File: src/rtl/word_gen_dispatch_pkg.sv
// Shared constants for word_gen_dispatch: FSM encodings, default word geometry and a
// constant-width helper.
package word_gen_dispatch_pkg;

    localparam logic [1:0] ST_EMPTY  = 2'd0;
    localparam logic [1:0] ST_LOADED = 2'd1;
    localparam logic [1:0] ST_HALT   = 2'd2;

    localparam int CHAR_BITS_DEF    = 7;
    localparam int WORD_MAX_LEN_DEF = 8;
    localparam int WORD_BITS        = WORD_MAX_LEN_DEF * CHAR_BITS_DEF;

    // Width needed to index n items; never less than 1 bit.
    function automatic int clog2(input int n);
        int r;
        r = 1;
        while ((1 << r) < n) r = r + 1;
        return r;
    endfunction

endpackage

File: src/rtl/word_gen_dispatch_rr_pick.sv
// Round-robin picker: first requester at or after i_ptr, wrapping modulo N.
// Purely combinational; o_gnt is all-zero when nothing requests.
module rr_pick #(
    parameter int N  = 4,
    parameter int PW = 2
) (
    input  logic [N-1:0]  i_req,
    input  logic [PW-1:0] i_ptr,
    output logic [N-1:0]  o_gnt,
    output logic [PW-1:0] o_idx
);

    logic w_found;

    always_comb begin
        o_gnt   = '0;
        o_idx   = '0;
        w_found = 1'b0;
        for (int i = 0; i < N; i++) begin
            if (!w_found && i_req[(int'(i_ptr) + i) % N]) begin
                w_found                        = 1'b1;
                o_gnt[(int'(i_ptr) + i) % N]   = 1'b1;
                o_idx                          = PW'((int'(i_ptr) + i) % N);
            end
        end
    end

endmodule

File: src/rtl/word_gen_dispatch.sv
// Pops words from word_gen into a 1-entry register, hands each to the next non-full core
// round-robin (optional per-core counters: WORD_GEN_DISPATCH_CNT_EN).
// Latency: pop in t, strobe earliest t+1; 1 word/cycle; all-full cores hold the word and stall the pop.
module word_gen_dispatch
    import word_gen_dispatch_pkg::*;
#(
    parameter int NUM_CORES    = 4,
    parameter int CHAR_BITS    = CHAR_BITS_DEF,
    parameter int WORD_MAX_LEN = WORD_MAX_LEN_DEF
) (
    input  logic                                CLK,
    input  logic                                rst_n,
    input  logic                                halt,
    input  logic                                gen_empty,
    output logic                                gen_rd_en,
    input  logic [WORD_MAX_LEN*CHAR_BITS-1:0]   gen_dout,
    input  logic [15:0]                         gen_pkt_id,
    input  logic [15:0]                         gen_word_id,
    input  logic [31:0]                         gen_id,
    input  logic                                gen_end,
    output logic [WORD_MAX_LEN*CHAR_BITS-1:0]   core_dout,
    output logic [15:0]                         core_pkt_id,
    output logic [15:0]                         core_word_id,
    output logic [31:0]                         core_gen_id,
    output logic [NUM_CORES-1:0]                core_wr_en,
    input  logic [NUM_CORES-1:0]                core_full,
`ifdef WORD_GEN_DISPATCH_CNT_EN
    output logic [NUM_CORES*32-1:0]             core_cnt,
`endif
    output logic                                pkt_done,
    output logic [15:0]                         pkt_done_id,
    output logic                                busy
);

    localparam int PW = clog2(NUM_CORES);
    localparam int WB = WORD_MAX_LEN * CHAR_BITS;

    logic [1:0]           r_state;
    logic [1:0]           w_state_nxt;
    logic                 r_end;
    logic [PW-1:0]        r_rr_ptr;
    logic [WB-1:0]        r_dout;
    logic [15:0]          r_pkt_id;
    logic [15:0]          r_word_id;
    logic [31:0]          r_gen_id;
    logic                 r_pkt_done;
    logic [15:0]          r_pkt_done_id;

    logic                 w_valid;
    logic                 w_deliver;
    logic                 w_fetch_ok;
    logic [NUM_CORES-1:0] w_gnt;
    logic [PW-1:0]        w_idx;

    rr_pick #(.N(NUM_CORES), .PW(PW)) u_rr_pick (
        .i_req (~core_full),
        .i_ptr (r_rr_ptr),
        .o_gnt (w_gnt),
        .o_idx (w_idx)
    );

    assign w_valid    = (r_state == ST_LOADED);
    assign w_deliver  = w_valid & (|(~core_full));
    assign w_fetch_ok = ~halt & (r_state != ST_HALT);
    // rst_n gate keeps the pop quiet while reset is held even though the FSM sits in ST_EMPTY.
    assign gen_rd_en  = rst_n & w_fetch_ok & ~gen_empty & (~w_valid | w_deliver);
    assign core_wr_en = {NUM_CORES{w_deliver}} & w_gnt;

    always_comb begin
        w_state_nxt = r_state;
        case (r_state)
            ST_EMPTY: begin
                if (gen_rd_en)  w_state_nxt = ST_LOADED;
                else if (halt)  w_state_nxt = ST_HALT;
            end
            ST_LOADED: begin
                if (w_deliver && !gen_rd_en) w_state_nxt = halt ? ST_HALT : ST_EMPTY;
            end
            ST_HALT: begin
                if (!halt) w_state_nxt = ST_EMPTY;
            end
            default: w_state_nxt = ST_EMPTY;
        endcase
    end

    always_ff @(posedge CLK or negedge rst_n) begin
        if (!rst_n) begin
            r_state       <= ST_EMPTY;
            r_end         <= 1'b0;
            r_rr_ptr      <= '0;
            r_dout        <= '0;
            r_pkt_id      <= '0;
            r_word_id     <= '0;
            r_gen_id      <= '0;
            r_pkt_done    <= 1'b0;
            r_pkt_done_id <= '0;
        end else begin
            r_state    <= w_state_nxt;
            r_pkt_done <= w_deliver & r_end;
            if (w_deliver && r_end) r_pkt_done_id <= r_pkt_id;
            if (w_deliver) r_rr_ptr <= (w_idx == PW'(NUM_CORES - 1)) ? '0 : w_idx + 1'b1;
            if (gen_rd_en) begin
                r_dout    <= gen_dout;
                r_pkt_id  <= gen_pkt_id;
                r_word_id <= gen_word_id;
                r_gen_id  <= gen_id;
                r_end     <= gen_end;
            end
        end
    end

    assign core_dout    = r_dout;
    assign core_pkt_id  = r_pkt_id;
    assign core_word_id = r_word_id;
    assign core_gen_id  = r_gen_id;
    assign pkt_done     = r_pkt_done;
    assign pkt_done_id  = r_pkt_done_id;
    assign busy         = w_valid;

`ifdef WORD_GEN_DISPATCH_CNT_EN
    logic [31:0] r_cnt [NUM_CORES];

    // Clear on the pkt_done pulse, but a delivery in that same cycle still counts.
    always_ff @(posedge CLK or negedge rst_n) begin
        if (!rst_n) begin
            for (int k = 0; k < NUM_CORES; k++) r_cnt[k] <= '0;
        end else begin
            for (int k = 0; k < NUM_CORES; k++) begin
                if (r_pkt_done)         r_cnt[k] <= {31'd0, core_wr_en[k]};
                else if (core_wr_en[k]) r_cnt[k] <= r_cnt[k] + 32'd1;
            end
        end
    end

    for (genvar g = 0; g < NUM_CORES; g++) begin : g_cnt
        assign core_cnt[g*32 +: 32] = r_cnt[g];
    end
`endif

endmodule

File: config.mk
export PLATFORM = sky130hd
export DESIGN_NAME = word_gen_dispatch
export DESIGN_NICKNAME = d
export VERILOG_FILES = /design/src/rtl/word_gen_dispatch_pkg.sv /design/src/rtl/word_gen_dispatch_rr_pick.sv /design/src/rtl/word_gen_dispatch.sv
export SDC_FILE = /design/constraint.sdc
export NUM_CORES = 1
export LEC_CHECK = 0
export CAP_MARGIN = 10
export CORE_ASPECT_RATIO = 0.7
export CORE_MARGIN = 8
export CORE_UTILIZATION = 30
export DETAILED_ROUTE_END_ITERATION = 12
export PLACE_DENSITY_LB_ADDON = 0.05
export RECOVER_POWER = 100
export SYNTH_ARGS = -nofsm -noshare
export SYNTH_HDL_FRONTEND = slang
export SYNTH_HIERARCHICAL = 1
export SYNTH_SLANG_ARGS = --single-unit
File: constraint.sdc
create_clock -name CLK -period 4.96 [get_ports CLK]
set_clock_uncertainty 0.1 [all_clocks]
set_input_delay 0.496 -clock CLK [delete_from_list [all_inputs] [get_ports CLK]]
set_output_delay 0.496 -clock CLK [all_outputs]
set_load 0.1 [all_outputs]
==> results_dict.tcl <==
set metrics [dict create \
    status "finished, violations left" \
    violations "capacitance limit, slew limit" \
    coreArea_mm2 0.0196 \
    p_per_area_mw_per_mm2 633 \
    final_common_cell "dfrtp_1" \
    grt_pass1_vias 4452 \
    grt_max_degree 60 \
    crit_slowest_cell "clkbuf_1" \
    mostFrequentLayoutCells "142 x dfrtp_1, 140 x dlygate4sd3_1, 126 x clkdlybuf4s50_1" \
    cts_sinks 142 \
    num_vias 4160 \
    die_y_um 133 \
    gr-total-overflow 0 \
    peakVddDrop_mv 0.315 \
    critPathRequiredTime_ns 4.36 \
    synthTopCellsByArea "dfrtp_1 60%, mux2_1 15%, mux2_2 11%" \
    drtIter0Drc 127 \
    synthCells 385 \
    hold_path_class "reg2reg" \
    slew_headroom_pct -84.6 \
    crit_fanout 46 \
    period_needed_ns 3.89 \
    syn_nets 520 \
    insertion_delay_ns 0.41 \
    critPathMaxStageDelay_ns 0.87 \
    postRouteAntennaNets 0 \
    crit_buf_inv 4 \
    hold_violations 0 \
    synth_area_per_cell_um2 15.4 \
    dr.pass1.iters 4 \
    synth_edf_count 0 \
    htreeDepth 4 \
    max_freq_mhz 257 \
    syn_area_mm2 0.00591 \
    die_w_um 184 \
    ys_types 38 \
    worst-slew-pin-transition_ns 2.77 \
    dp_hpwl_mm 13.1 \
    grt_setup_unrepaired "false" \
    crit_chain "dlygate4sd3_1 > buf_6 > nor3b_1 > o211ai_4 > inv_1 > clkbuf_1" \
    ios 272 \
    track_usage_pct 14.1 \
    path_clk_slew_ns 0.06 \
    setup_viol 0 \
    clockRootBuffer "clkbuf_16" \
    synthArstFlopShare_pct 100 \
    dp.cells 910 \
    yosysTopAreaCellShare_pct 60.1 \
    fillers 1737 \
    fin_nets 795 \
    fin_crit_sh_pct 78.5 \
    grt_pass1_wl_mm 26.7 \
    cts_tree "done" \
    ys_warn_count 6 \
    area_growth_syn_to_layout_pct 57.4 \
    final_util_pct 47.5 \
    yosysTopAreaCell "dfrtp_1" \
    end_kind "output port" \
    layout-drive-gt1-share_pct 15.8 \
    cts-buffers-inserted 17 \
    cts.path.max_buffers 2 \
    gp_congestion 0.778 \
    viasPerCell 4.41 \
    antennaDiodeCount 0 \
    antenna_found_initial 0 \
    worstSetupPathType "in2out" \
    route.detailed.drc 0 \
    p_leak_nw 4.09 \
    yosysSeqAreaShare_pct 60.1 \
    report.final.slew_viol_count 161 \
    routedWlPerCell_um 18.4 \
    arrival_ns 3.30 \
    initial_utilization_pct 30.2 \
    post_cts_buffers 0 \
    cpLargestDelayFamily "buffers and inverters" \
    synthFlopType "dfrtp_1" \
    start_kind "primary input" \
    drv_cap 3 \
    finalWirelength_mm 17.4 \
    ys_seq_elements 142 \
    dieArea_mm2 0.0245 \
    tns_ns 0 \
    instances_no_fill 943 \
    port_buffers 271 \
    row_count 43 \
]
==> what timing repair did <==
item / 4_1_cts / 5_1_grt
resized for setup: 0 / 0
hold endpoints to repair: 43 / 0
hold buffers: 1 / 0
==> routing by layer <==
metal / global-route usage (%) / up-vias / share of wire (%)
li1: - / 1931 / -
met1: 16.9 / 2033 / 41
met2: 22.1 / 188 / 46
met3: 7.24 / 8 / 12
met4: 3.62 / 0 / 0.67
met5: 0 / - / 0
==> report_power, final <==
part           internal, mW  leakage (nW)  switching (mW)  total [mW]
clock                 0.637         0.252           0.504        1.14
combinational         0.720          2.11            2.43        3.15
sequential             1.43          1.73           0.164        1.60
==> state kept, by name, indices dropped and copies added, names as in the netlist <==
name	count
core_dout	56
r_state	2
core_gen_id	32
r_rr_ptr	2
core_pkt_id	16
r_end	1
pkt_done	1
pkt_done_id	16
core_word_id	16
==> final cells by class <==
cell class	instances	area, um2	share of cell area (%)
sequential	142	3550	38.2
clock buffer	18	429	4.61
tap	270	338	3.63
clock inverter	14	95.1	1.02
multi-input combinational	212	2120	22.8
timing repair buffer	277	2730	29.3
inverter	10	37.5	0.403
==> synth_stat cells, types with 2 or more instances <==
library cell,n
a21oi_1,2
a221o_2,4
a31oi_1,2
and3_1,4
and3b_1,2
buf_2,7
buf_6,10
clkbuf_2,3
dfrtp_1,142
ha_1,6
inv_1,10
mux2_1,79
mux2_2,59
mux2i_1,2
mux4_2,3
nand2_1,11
nand2b_1,4
nor2_1,4
nor3b_1,2
o21ai_0,10
o31ai_1,2
==> worst paths after layout <==
| check | startpoint | to | slack [ns] | depth (start not counted) |
|---|---|---|---|---|
| worst max register to register | r_state[1] | core_dout[23] | 1.72 | 4 |
| min in group asynchronous | rst_n | core_gen_id[28] | 0.48 | 2 |
| worst min register to register | r_state[1] | r_state[0] | 0.36 | 1 |
| max in group asynchronous | rst_n | core_gen_id[22] | 1.30 | 3 |
| worst min-delay path | r_state[1] | r_state[0] | 0.36 | 1 |
| worst max-delay path | rst_n | gen_rd_en | 1.07 | 6 |
==> stage by stage <==
step                      power, mW  worst slack, ns  area [um2]  hold WS [ns]
after floorplan                4.06             1.53        5910         0.100
after global placement         4.89             1.63        8840         0.350
after detailed placement       4.91             1.52        8840         0.353
after CTS                      6.09             1.13        9370         0.368
after global routing           6.14            0.552        9300         0.400
final                          5.89             1.07        9300         0.363
==> cells by family (layout without fill, tap and decap cells) <==
group                    after synthesis  count (layout)  share of synthesized area [%]
AND/OR/NAND/NOR                       37              37                           4.15
buffers and inverters                 31             319                           3.51
AO/OA/AOI/OAI                         26              26                           3.18
flip-flops                           142             142                           60.1
multiplexers                         143             143                           27.8
adder cells (fa/ha/maj)                6               6                           1.27
No activity file was read; power rests on OpenSTA's default activity.
